===== src/rtl/heartbeat_scheduler_pkg.sv =====
// Shared types, default sizes and helpers for the heartbeat scheduler.
package heartbeat_pkg;

    typedef enum logic [1:0] {IDLE, SEND, GAP} state_t;

    localparam int DEF_N_REQ         = 4;
    localparam int DEF_DATA_W        = 8;
    localparam int DEF_PREAMBLE_BITS = 4;
    localparam int DEF_GAP_CYCLES    = 4;
    localparam int DEF_HB_IDLE       = 64;
    localparam int HB_SRC_ID         = DEF_N_REQ;

    function automatic int clog2(input int value);
        int res;
        res = 0;
        for (int i = 0; i < 31; i++) begin
            if ((1 << i) < value) res = i + 1;
        end
        return res;
    endfunction

endpackage


===== src/rtl/heartbeat_scheduler_if.sv =====
// Requester-side handshake bundle: per-requester req/data in, ack pulse back.
interface heartbeat_scheduler_if #(
    parameter int N_REQ  = heartbeat_pkg::DEF_N_REQ,
    parameter int DATA_W = heartbeat_pkg::DEF_DATA_W
);
    logic [N_REQ-1:0]        req;
    logic [N_REQ*DATA_W-1:0] data;
    logic [N_REQ-1:0]        ack;

    modport master (output req, output data, input ack);
    modport slave  (input req, input data, output ack);
endinterface


===== src/rtl/heartbeat_scheduler_arbiter.sv =====
// Round-robin pick of the first requester at or above the pointer, wrapping.
module rr_arbiter
    import heartbeat_pkg::*;
#(
    parameter int N_REQ = DEF_N_REQ,
    localparam int PW = (N_REQ > 1) ? clog2(N_REQ) : 1
) (
    input  logic             clk,
    input  logic             rst,
    input  logic [N_REQ-1:0] req,
    input  logic             grant_en,
    output logic             grant_valid,
    output logic [PW-1:0]    grant_idx
);
    logic [PW-1:0] ptr;
    logic [PW-1:0] cand;

    always_comb begin
        grant_valid = 1'b0;
        grant_idx   = '0;
        cand        = '0;
        for (int i = 0; i < N_REQ; i++) begin
            cand = PW'((int'(ptr) + i) % N_REQ);
            if (!grant_valid && req[cand]) begin
                grant_valid = 1'b1;
                grant_idx   = cand;
            end
        end
    end

    always_ff @(posedge clk) begin
        if (rst) begin
            ptr <= '0;
        end else if (grant_en && grant_valid) begin
            ptr <= (int'(grant_idx) == N_REQ - 1) ? '0 : grant_idx + 1'b1;
        end
    end

endmodule


===== src/rtl/heartbeat_scheduler.sv =====
// Arbitrates status words onto one Manchester line; fills idle time with
// counter-carrying heartbeat frames so the pad never goes quiet.
module heartbeat_scheduler
    import heartbeat_pkg::*;
#(
    parameter int N_REQ         = DEF_N_REQ,
    parameter int DATA_W        = DEF_DATA_W,
    parameter int PREAMBLE_BITS = DEF_PREAMBLE_BITS,
    parameter int GAP_CYCLES    = DEF_GAP_CYCLES,
    parameter int HB_IDLE       = DEF_HB_IDLE,
    localparam int ID_W = clog2(N_REQ + 1)
) (
`ifdef USE_POWER_PINS
    inout  wire                  VSS,
    inout  wire                  VDD,
`endif
    input  logic                 clk,
    input  logic                 rst,
    heartbeat_scheduler_if.slave bus,
    output logic                 busy,
    output logic [ID_W-1:0]      src,
    output logic                 signal
);
    localparam int PW = (N_REQ > 1) ? clog2(N_REQ) : 1;
    localparam int F  = PREAMBLE_BITS + ID_W + DATA_W;
    localparam int BW = (F > 1) ? clog2(F) : 1;
    localparam int GW = (GAP_CYCLES > 1) ? clog2(GAP_CYCLES) : 1;
    localparam int TW = (HB_IDLE > 1) ? clog2(HB_IDLE) : 1;
    localparam logic [BW-1:0]   LAST_BIT = BW'(F - 1);
    localparam logic [GW-1:0]   LAST_GAP = GW'(GAP_CYCLES - 1);
    localparam logic [TW-1:0]   TMR_END  = TW'(HB_IDLE - 1);
    localparam logic [ID_W-1:0] HB_ID    = ID_W'(N_REQ);

    state_t            state;
    logic [F-1:0]      shreg;
    logic              phase;
    logic              is_hb;
    logic [BW-1:0]     bit_cnt;
    logic [GW-1:0]     gap_cnt;
    logic [TW-1:0]     idle_tmr;
    logic [DATA_W-1:0] hb_cnt;
    logic [N_REQ-1:0]  ack;
    logic              grant_valid;
    logic [PW-1:0]     grant_idx;
    logic              grant_en;
    logic [DATA_W-1:0] grant_data;

    assign bus.ack    = ack;
    assign grant_en   = (state == IDLE);
    assign grant_data = bus.data[int'(grant_idx)*DATA_W +: DATA_W];

    rr_arbiter #(.N_REQ(N_REQ)) u_arb (
        .clk         (clk),
        .rst         (rst),
        .req         (bus.req),
        .grant_en    (grant_en),
        .grant_valid (grant_valid),
        .grant_idx   (grant_idx)
    );

    always_ff @(posedge clk) begin
        if (rst) begin
            state    <= IDLE;
            shreg    <= '0;
            phase    <= 1'b0;
            is_hb    <= 1'b0;
            bit_cnt  <= '0;
            gap_cnt  <= '0;
            idle_tmr <= '0;
            hb_cnt   <= '0;
            ack      <= '0;
            busy     <= 1'b0;
            src      <= '0;
            signal   <= 1'b0;
        end else begin
            ack <= '0;
            case (state)
                IDLE: begin
                    signal  <= 1'b0;
                    phase   <= 1'b0;
                    bit_cnt <= '0;
                    // A pending request always beats an expiring idle timer.
                    if (grant_valid) begin
                        ack[grant_idx] <= 1'b1;
                        src      <= ID_W'(grant_idx);
                        busy     <= 1'b1;
                        is_hb    <= 1'b0;
                        shreg    <= {{PREAMBLE_BITS{1'b1}}, ID_W'(grant_idx), grant_data};
                        idle_tmr <= '0;
                        state    <= SEND;
                    end else if (idle_tmr == TMR_END) begin
                        src      <= HB_ID;
                        busy     <= 1'b1;
                        is_hb    <= 1'b1;
                        shreg    <= {{PREAMBLE_BITS{1'b1}}, HB_ID, hb_cnt};
                        idle_tmr <= '0;
                        state    <= SEND;
                    end else begin
                        idle_tmr <= idle_tmr + 1'b1;
                    end
                end
                SEND: begin
                    signal <= shreg[F-1] ^ phase;
                    phase  <= ~phase;
                    if (phase) begin
                        shreg <= {shreg[F-2:0], 1'b0};
                        if (bit_cnt == LAST_BIT) begin
                            state   <= GAP;
                            gap_cnt <= '0;
                            if (is_hb) hb_cnt <= hb_cnt + 1'b1;
                        end else begin
                            bit_cnt <= bit_cnt + 1'b1;
                        end
                    end
                end
                GAP: begin
                    signal <= 1'b0;
                    if (gap_cnt == LAST_GAP) begin
                        state <= IDLE;
                        busy  <= 1'b0;
                        is_hb <= 1'b0;
                    end else begin
                        gap_cnt <= gap_cnt + 1'b1;
                    end
                end
                default: state <= IDLE;
            endcase
        end
    end

endmodule


===== src/flat_wrapper.sv =====
// flat-port wrapper written by rule: the top's interface ports become plain ports
module heartbeat_scheduler_flat import heartbeat_pkg::*;
#(
    parameter int N_REQ         = DEF_N_REQ,
    parameter int DATA_W        = DEF_DATA_W,
    parameter int PREAMBLE_BITS = DEF_PREAMBLE_BITS,
    parameter int GAP_CYCLES    = DEF_GAP_CYCLES,
    parameter int HB_IDLE       = DEF_HB_IDLE,
    localparam int ID_W = clog2(N_REQ + 1)
)
  (clk, rst, busy, src, signal, bus_req, bus_data, bus_ack);
  heartbeat_scheduler_if #(.N_REQ(N_REQ), .DATA_W(DATA_W)) bus_i ();
  input  logic clk;
  input  logic rst;
  output logic busy;
  output logic [ID_W-1:0] src;
  output logic signal;
  input wire logic [$bits(bus_i.req)-1:0] bus_req;
  input wire logic [$bits(bus_i.data)-1:0] bus_data;
  output wire logic [$bits(bus_i.ack)-1:0] bus_ack;
  assign bus_i.req = bus_req;
  assign bus_i.data = bus_data;
  assign bus_ack = bus_i.ack;
  heartbeat_scheduler #(.N_REQ(N_REQ), .DATA_W(DATA_W), .PREAMBLE_BITS(PREAMBLE_BITS), .GAP_CYCLES(GAP_CYCLES), .HB_IDLE(HB_IDLE)) u_core (.clk(clk), .rst(rst), .bus(bus_i), .busy(busy), .src(src), .signal(signal));
endmodule

===== config.mk =====
export PLATFORM = sky130hd
export DESIGN_NAME = heartbeat_scheduler_flat
export DESIGN_NICKNAME = d
export VERILOG_FILES = /design/src/rtl/heartbeat_scheduler_pkg.sv /design/src/rtl/heartbeat_scheduler_if.sv /design/src/rtl/heartbeat_scheduler_arbiter.sv /design/src/rtl/heartbeat_scheduler.sv /design/src/flat_wrapper.sv
export SDC_FILE = /design/constraint.sdc
export NUM_CORES = 1
export LEC_CHECK = 0
export CAP_MARGIN = 20
export CORE_MARGIN = 2
export CORE_UTILIZATION = 30
export DETAILED_ROUTE_END_ITERATION = 7
export PLACE_DENSITY_LB_ADDON = 0.12
export SYNTH_ARGS = -nofsm -noshare
export SYNTH_HDL_FRONTEND = slang
export SYNTH_SLANG_ARGS = --single-unit

===== constraint.sdc =====
create_clock -name clk -period 2.31 [get_ports clk]
set_input_delay 0.3465 -clock clk [delete_from_list [all_inputs] [get_ports clk]]
set_output_delay 0.3465 -clock clk [all_outputs]
set_load 0.01 [all_outputs]

==> reports/metrics.yaml, run 1 <==
cells_and_area:
  finish.utilization_pct: 39.4
  num_antenna_cells: 0
  design_area_sq_um: 3380
  drive_above_1_share_pct: 15.4
  syn_to_final_growth_pct: 29.2
  final_nets: 409
global_route:
  grt_pass1_wl_um: 10800
  grt_max_degree: 26
  grt_pass1_vias: 2243
  gr-total-overflow: 0
  grt_usage_pct: 13.6
  antenna_found_initial: 0
critical_path:
  crit_family: "buffers and inverters"
  setup.worst_path.end_class: "flop"
  critPathMaxFanout: 13
  critical_path_class: "in2reg"
  critPathMaxStageDelay_ps: 570
  r2r_cells: 6
  cp-start-kind: "primary input"
  path_depth: 7
  path_buf_inv: 2
  crit_chain: "clkdlybuf4s50_1 -> mux2i_1 -> o22ai_1 -> nor2_4 -> inv_2 -> mux2_2 -> a221o_2"
  critPathSlowestCell: "clkdlybuf4s50_1"
  cp_data_required_time_ps: 2510
  arrival_ps: 2380
synthesis:
  synth_common_cells: "dfxtp_1, nor2_1, a21oi_1, nand2_1, o21ai_0"
  avgSynthCellArea_sq_um: 8.61
  synth_edf_count: 0
  syn_area_sq_um: 2620
  synth_top_cell_by_area: "dfxtp_1"
  ys_types: 50
  yosys_register_bits: 50
  yosys_warnings: 0
  synth-main-ff-cell: "dfxtp_1"
  synth-async-reset-ratio_pct: 0
  yosysMostFrequentCell: "dfxtp_1"
  synth_area_leaders: "dfxtp_1, mux2_2, nor2_1"
  synth-seq-area-share_pct: 38.2
  yosys.area.top_type_share_pct: 38.2
  syn_nets: 351
  syn_inst: 304
route:
  drt.antenna.violating_nets: 0
  drt-vias-per-instance: 4.99
  num_vias: 2351
  wl_um: 6500
  drt-wirelength-per-cell_um: 13.8
  drc: 0
  dr.pass1.iters: 4
  first_iter_violations: 70
clock_tree:
  h-tree-depth: 2
  cts_resized: 0
  cts_tree: "done"
  hold_buffers: 0
  clk_pin_slew_ps: 100
  cts-root-buf: "clkbuf_8"
  clk_path_buf_depth: 2
  post-cts-setup-buffer-count: 0
  cts_inserted_buffers: 5
  cts_num_sinks: 50
  insertion_delay_ps: 310
worst_hold_path:
  holdPathStages: 2
  worstHoldPathType: "reg2reg"
timing:
  maxSlewHeadroom_pct: 56.8
  setup_viol: 0
  period_share_pct: 94.2
  period_needed_ps: 2180
  setup_tns_ps: 0
  final-max-slew-violation-count: 0
  tightest_slew_ps: 641
  clock.fmax_mhz: 459
  rsz0062_at_grt: "no"
  skew_ps: 20.3
  worst_hold_slack_ps: 482
  hold_viol_final: 0
pwr:
  p_leak_nw: 1.27
  total_power_w: 0.00184
  peakVddDrop_uv: 262
  p_per_area_nw_per_um2: 544
floorplanning:
  rows: 34
  start_util_pct: 30.5
  io_pins: 47
  dieWidth_um: 97.4
  die-area_sq_um: 9490
  core_area_sq_um: 8590
  die_h_um: 97.4
place:
  dpl.hpwl_um: 4860
  numPortBuffers: 46
  gp_congestion: 0.746
  placed_area_sq_um: 3300
status:
  status: "completed"
flow_run:
  cap_violations: 0
## sequential cells by signal (all words and copies together) (netlist names)
register / flops
u_core.hb_cnt: 8
u_core.bus.ack: 4
u_core.src: 3
u_core.signal: 1
u_core.phase: 1
u_core.state: 2
u_core.gap_cnt: 2
u_core.is_hb: 1
u_core.u_arb.ptr: 2
u_core.idle_tmr: 6
u_core.busy: 1
u_core.bit_cnt: 4
u_core.shreg: 15
## through the flow
stage	setup slack [ps]	std cells
6_report	133	471
5_1_grt	22.2	471
4_1_cts	142	471
3_5_place_dp	-191	463
3_3_place_gp	-132	463
2_1_floorplan	330	304
## worst reg2reg max path: stages (launching register included)
cell,delay [ps]
dfxtp_1,430
mux2i_1,110
o22ai_1,300
nor2_4,80
inv_2,220
mux2_2,380
a221o_2,370
## power by group
part | switching [W] | total (W) | internal [W]
sequential | 0.0000314 | 0.000941 | 0.000909
combinational | 0.000168 | 0.000374 | 0.000206
clock | 0.000311 | 0.000526 | 0.000214
total | 0.000511 | 0.00184 | 0.00133
## placed cells by master (no fill, tap or decap), drive strengths merged, types with 9 or more instances in the layout
cell	instances
a21oi	29
ha	9
clkdlybuf4s50	46
dfxtp	50
nor2	41
o21ai	19
nand2	19
buf	22
a22oi	9
mux2	14
nand3	9
## per-layer routing
metal	global-route usage [%]	wire, um
met1	18.6	3230
met2	22.3	3030
met3	2.52	189
met4	2.78	51
met5	0	0
## layout make-up
type,count,area [sq um]
inverter,6,22.5
multi-input combinational,231,1510
fill,883,5210
clock inverter,3,18.8
clock buffer,5,68.8
tap,108,135
sequential,50,1000
timing repair buffer,68,626
## worst paths after layout
check / end / startpoint / slack (ps)
setup / recovery: u_core.shreg[6] / bus_req[0] / 130
hold / removal: u_core.idle_tmr[1] / u_core.idle_tmr[1] / 480
setup reg to reg: u_core.shreg[6] / u_core.u_arb.ptr[1] / 330
hold reg to reg: u_core.idle_tmr[1] / u_core.idle_tmr[1] / 480
## cell families (layout without fill, tap and decap cells)
group	count (synthesis)	count (layout)	synth area share, %
buffers and inverters	23	82	4.06
AND/OR/NAND/NOR	109	109	21.1
adder cells (fa/ha/maj)	9	9	4.30
AO/OA/AOI/OAI	85	85	21.4
flip-flops	50	50	38.2
XOR/XNOR	10	10	3.34
multiplexers	18	18	7.55
(Power assumes the default switching activity.)
==> run 2, diff against run 1 <==
- CELL_PAD_IN_SITES_DETAIL_PLACEMENT: unset -> 1
- CELL_PAD_IN_SITES_GLOBAL_PLACEMENT: unset -> 1
==> run 2 against run 1 <==
Compared with the run above:
- highest routed layer unchanged
- sequential power about the same
- core utilization increased by 0.36 points
- sequential share of layout area decreased by 0.27 points
- power increased by 1.2%
- clock skew decreased by 14 ps
- combinational power increased by 3%
- global-route usage increased by 2.0 points
- flip-flop and latch count unchanged
- final cell count increased by 0.42%
- largest cell class unchanged
==> reports/metrics.yaml, run 2 (same netlist as run 1, synthesis figures left out) <==
cells_and_area:
  design_area_sq_um: 3410
  drive_above_1_share_pct: 15.6
  syn_to_final_growth_pct: 30.4
  final_nets: 411
  finalNonFillerCells: 473
  biggestRegsByFlops: "u_core.shreg: 15 flops, u_core.hb_cnt: 8 flops, u_core.idle_tmr: 6 flops"
  regMostFlops: "u_core.shreg"
  final_common_cell: "dfxtp_1"
  nFillCells: 1032
  seqCellArea_sq_um: 1000
  multiInputGateArea_sq_um: 1510
  largest_reg_flops: 15
  num_antenna_cells: 0
  final_cell_mix: "dfxtp_1, clkdlybuf4s50_1, nor2_1"
timing:
  period_share_pct: 94.4
  period_needed_ps: 2180
  maxSlewHeadroom_pct: 65.7
  rsz0062_at_grt: "no"
  worst_hold_slack_ps: 484
  final-max-slew-violation-count: 0
  skew_ps: 5.90
  tightest_slew_ps: 512
  setup_tns_ps: 0
  hold_viol_final: 0
  setup_viol: 0
  clock.fmax_mhz: 458
  setup_slack_ps: 128
global_route:
  grt_pass1_vias: 2496
  grt_pass1_wl_um: 12100
  gr-total-overflow: 0
  antenna_found_initial: 0
  grt_max_degree: 29
  grt_usage_pct: 15.5
floorplanning:
  io_pins: 47
  die_h_um: 97.4
  dieWidth_um: 97.4
  die-area_sq_um: 9490
  start_util_pct: 30.5
  rows: 34
  core_area_sq_um: 8590
place:
  dpl.hpwl_um: 5400
  dp_slack_ps: -214
  gp_congestion: 0.770
  dp.cells: 465
  placed_area_sq_um: 3320
  numPortBuffers: 46
pwr:
  p_leak_nw: 1.29
  p_per_area_nw_per_um2: 546
  internal-power_w: 0.00136
  clockPowerShare_pct: 28.8
  netSwitchingFraction_pct: 26.9
  peakVddDrop_uv: 211
  power_frac_seq_pct: 50.5
  power_switching_w: 0.000501
  combPwrFrac_pct: 20.7
route:
  drc: 0
  drt.antenna.violating_nets: 0
  first_iter_violations: 38
  wl_um: 7130
  dr.pass1.iters: 4
  drt-wirelength-per-cell_um: 15.1
  num_vias: 2403
  drt-vias-per-instance: 5.08
critical_path:
  cp-start-kind: "primary input"
  setup.worst_path.end_class: "flop"
  critical_path_class: "in2reg"
  arrival_ps: 2380
  ff2ff_setup_slack_ps: 310
  cp_data_required_time_ps: 2510
  critPathMaxFanout: 13
worst_hold_path:
  worstHoldPathType: "reg2reg"
flow_run:
  cap_violations: 0
clock_tree:
  clk_path_buf_depth: 2
  cts_tree: "done"
  cts_num_sinks: 50
  insertion_delay_ps: 310
  cts-root-buf: "clkbuf_8"
  post-cts-setup-buffer-count: 0
  h-tree-depth: 2
  hold_buffers: 0
  cts_resized: 0
  clk_pin_slew_ps: 90
  cts_inserted_buffers: 5
status:
  status: "completed"
==> run 2: cell count changes in the layout (fill, tap and decap cells not counted), sizes merged <==
| cell | previous run | this run |
|---|---|---|
| clkinv | 2 | 1 |
| inv | 7 | 6 |
| clkbuf | 5 | 7 |
| buf | 22 | 24 |
==> run 2: worst max-delay path: stages <==
cell and delay, ps:
clkdlybuf4s50_1 590, mux2i_1 100, o22ai_1 300, nor2_4 80, inv_2 220, mux2_2 370
a221o_2 380
==> run 2: layer usage <==
metal | wire [um] | GRT usage (%)
met1 | 3420 | 20.1
met2 | 3400 | 26.5
met3 | 226 | 3.02
met4 | 81 | 3.85
met5 | 0 | 0
==> run 2: layout make-up <==
cell class,instances,share of cell area [%]
clock buffer,7,2.53
timing repair buffer,70,19.1
multi-input combinational,231,44.3
clock inverter,1,0.147
inverter,6,0.660
sequential,50,29.3
tap,108,3.96
==> run 2: stage by stage <==
step	utilization, %	power (W)
6_report	39.7	0.00186
5_1_grt	39.7	0.00197
4_1_cts	39.7	0.00190
3_5_place_dp	38.7	0.00135
3_3_place_gp	38.7	0.00134
2_1_floorplan	-	0.00117
==> run 2: path summary, 6_finish.rpt <==
kind                       start            endpoint  cells after the start
min           u_core.idle_tmr[1]  u_core.idle_tmr[1]                      2
max                   bus_req[0]     u_core.shreg[4]                      7
min reg2reg   u_core.idle_tmr[1]  u_core.idle_tmr[1]                      2
max reg2reg  u_core.u_arb.ptr[1]     u_core.shreg[4]                      6
==> run 2: power by group through the flow <==
| stage | Combinational [W] | Sequential (W) | Clock (W) |
|---|---|---|---|
| after CTS | 0.000392 | 0.000942 | 0.000566 |
| after global routing | 0.000428 | 0.000949 | 0.000595 |
| after global placement | 0.000379 | 0.000961 | 0 |
| after floorplan | 0.000217 | 0.000954 | 0 |
| after detailed placement | 0.000389 | 0.000961 | 0 |
| final | 0.000385 | 0.000941 | 0.000537 |
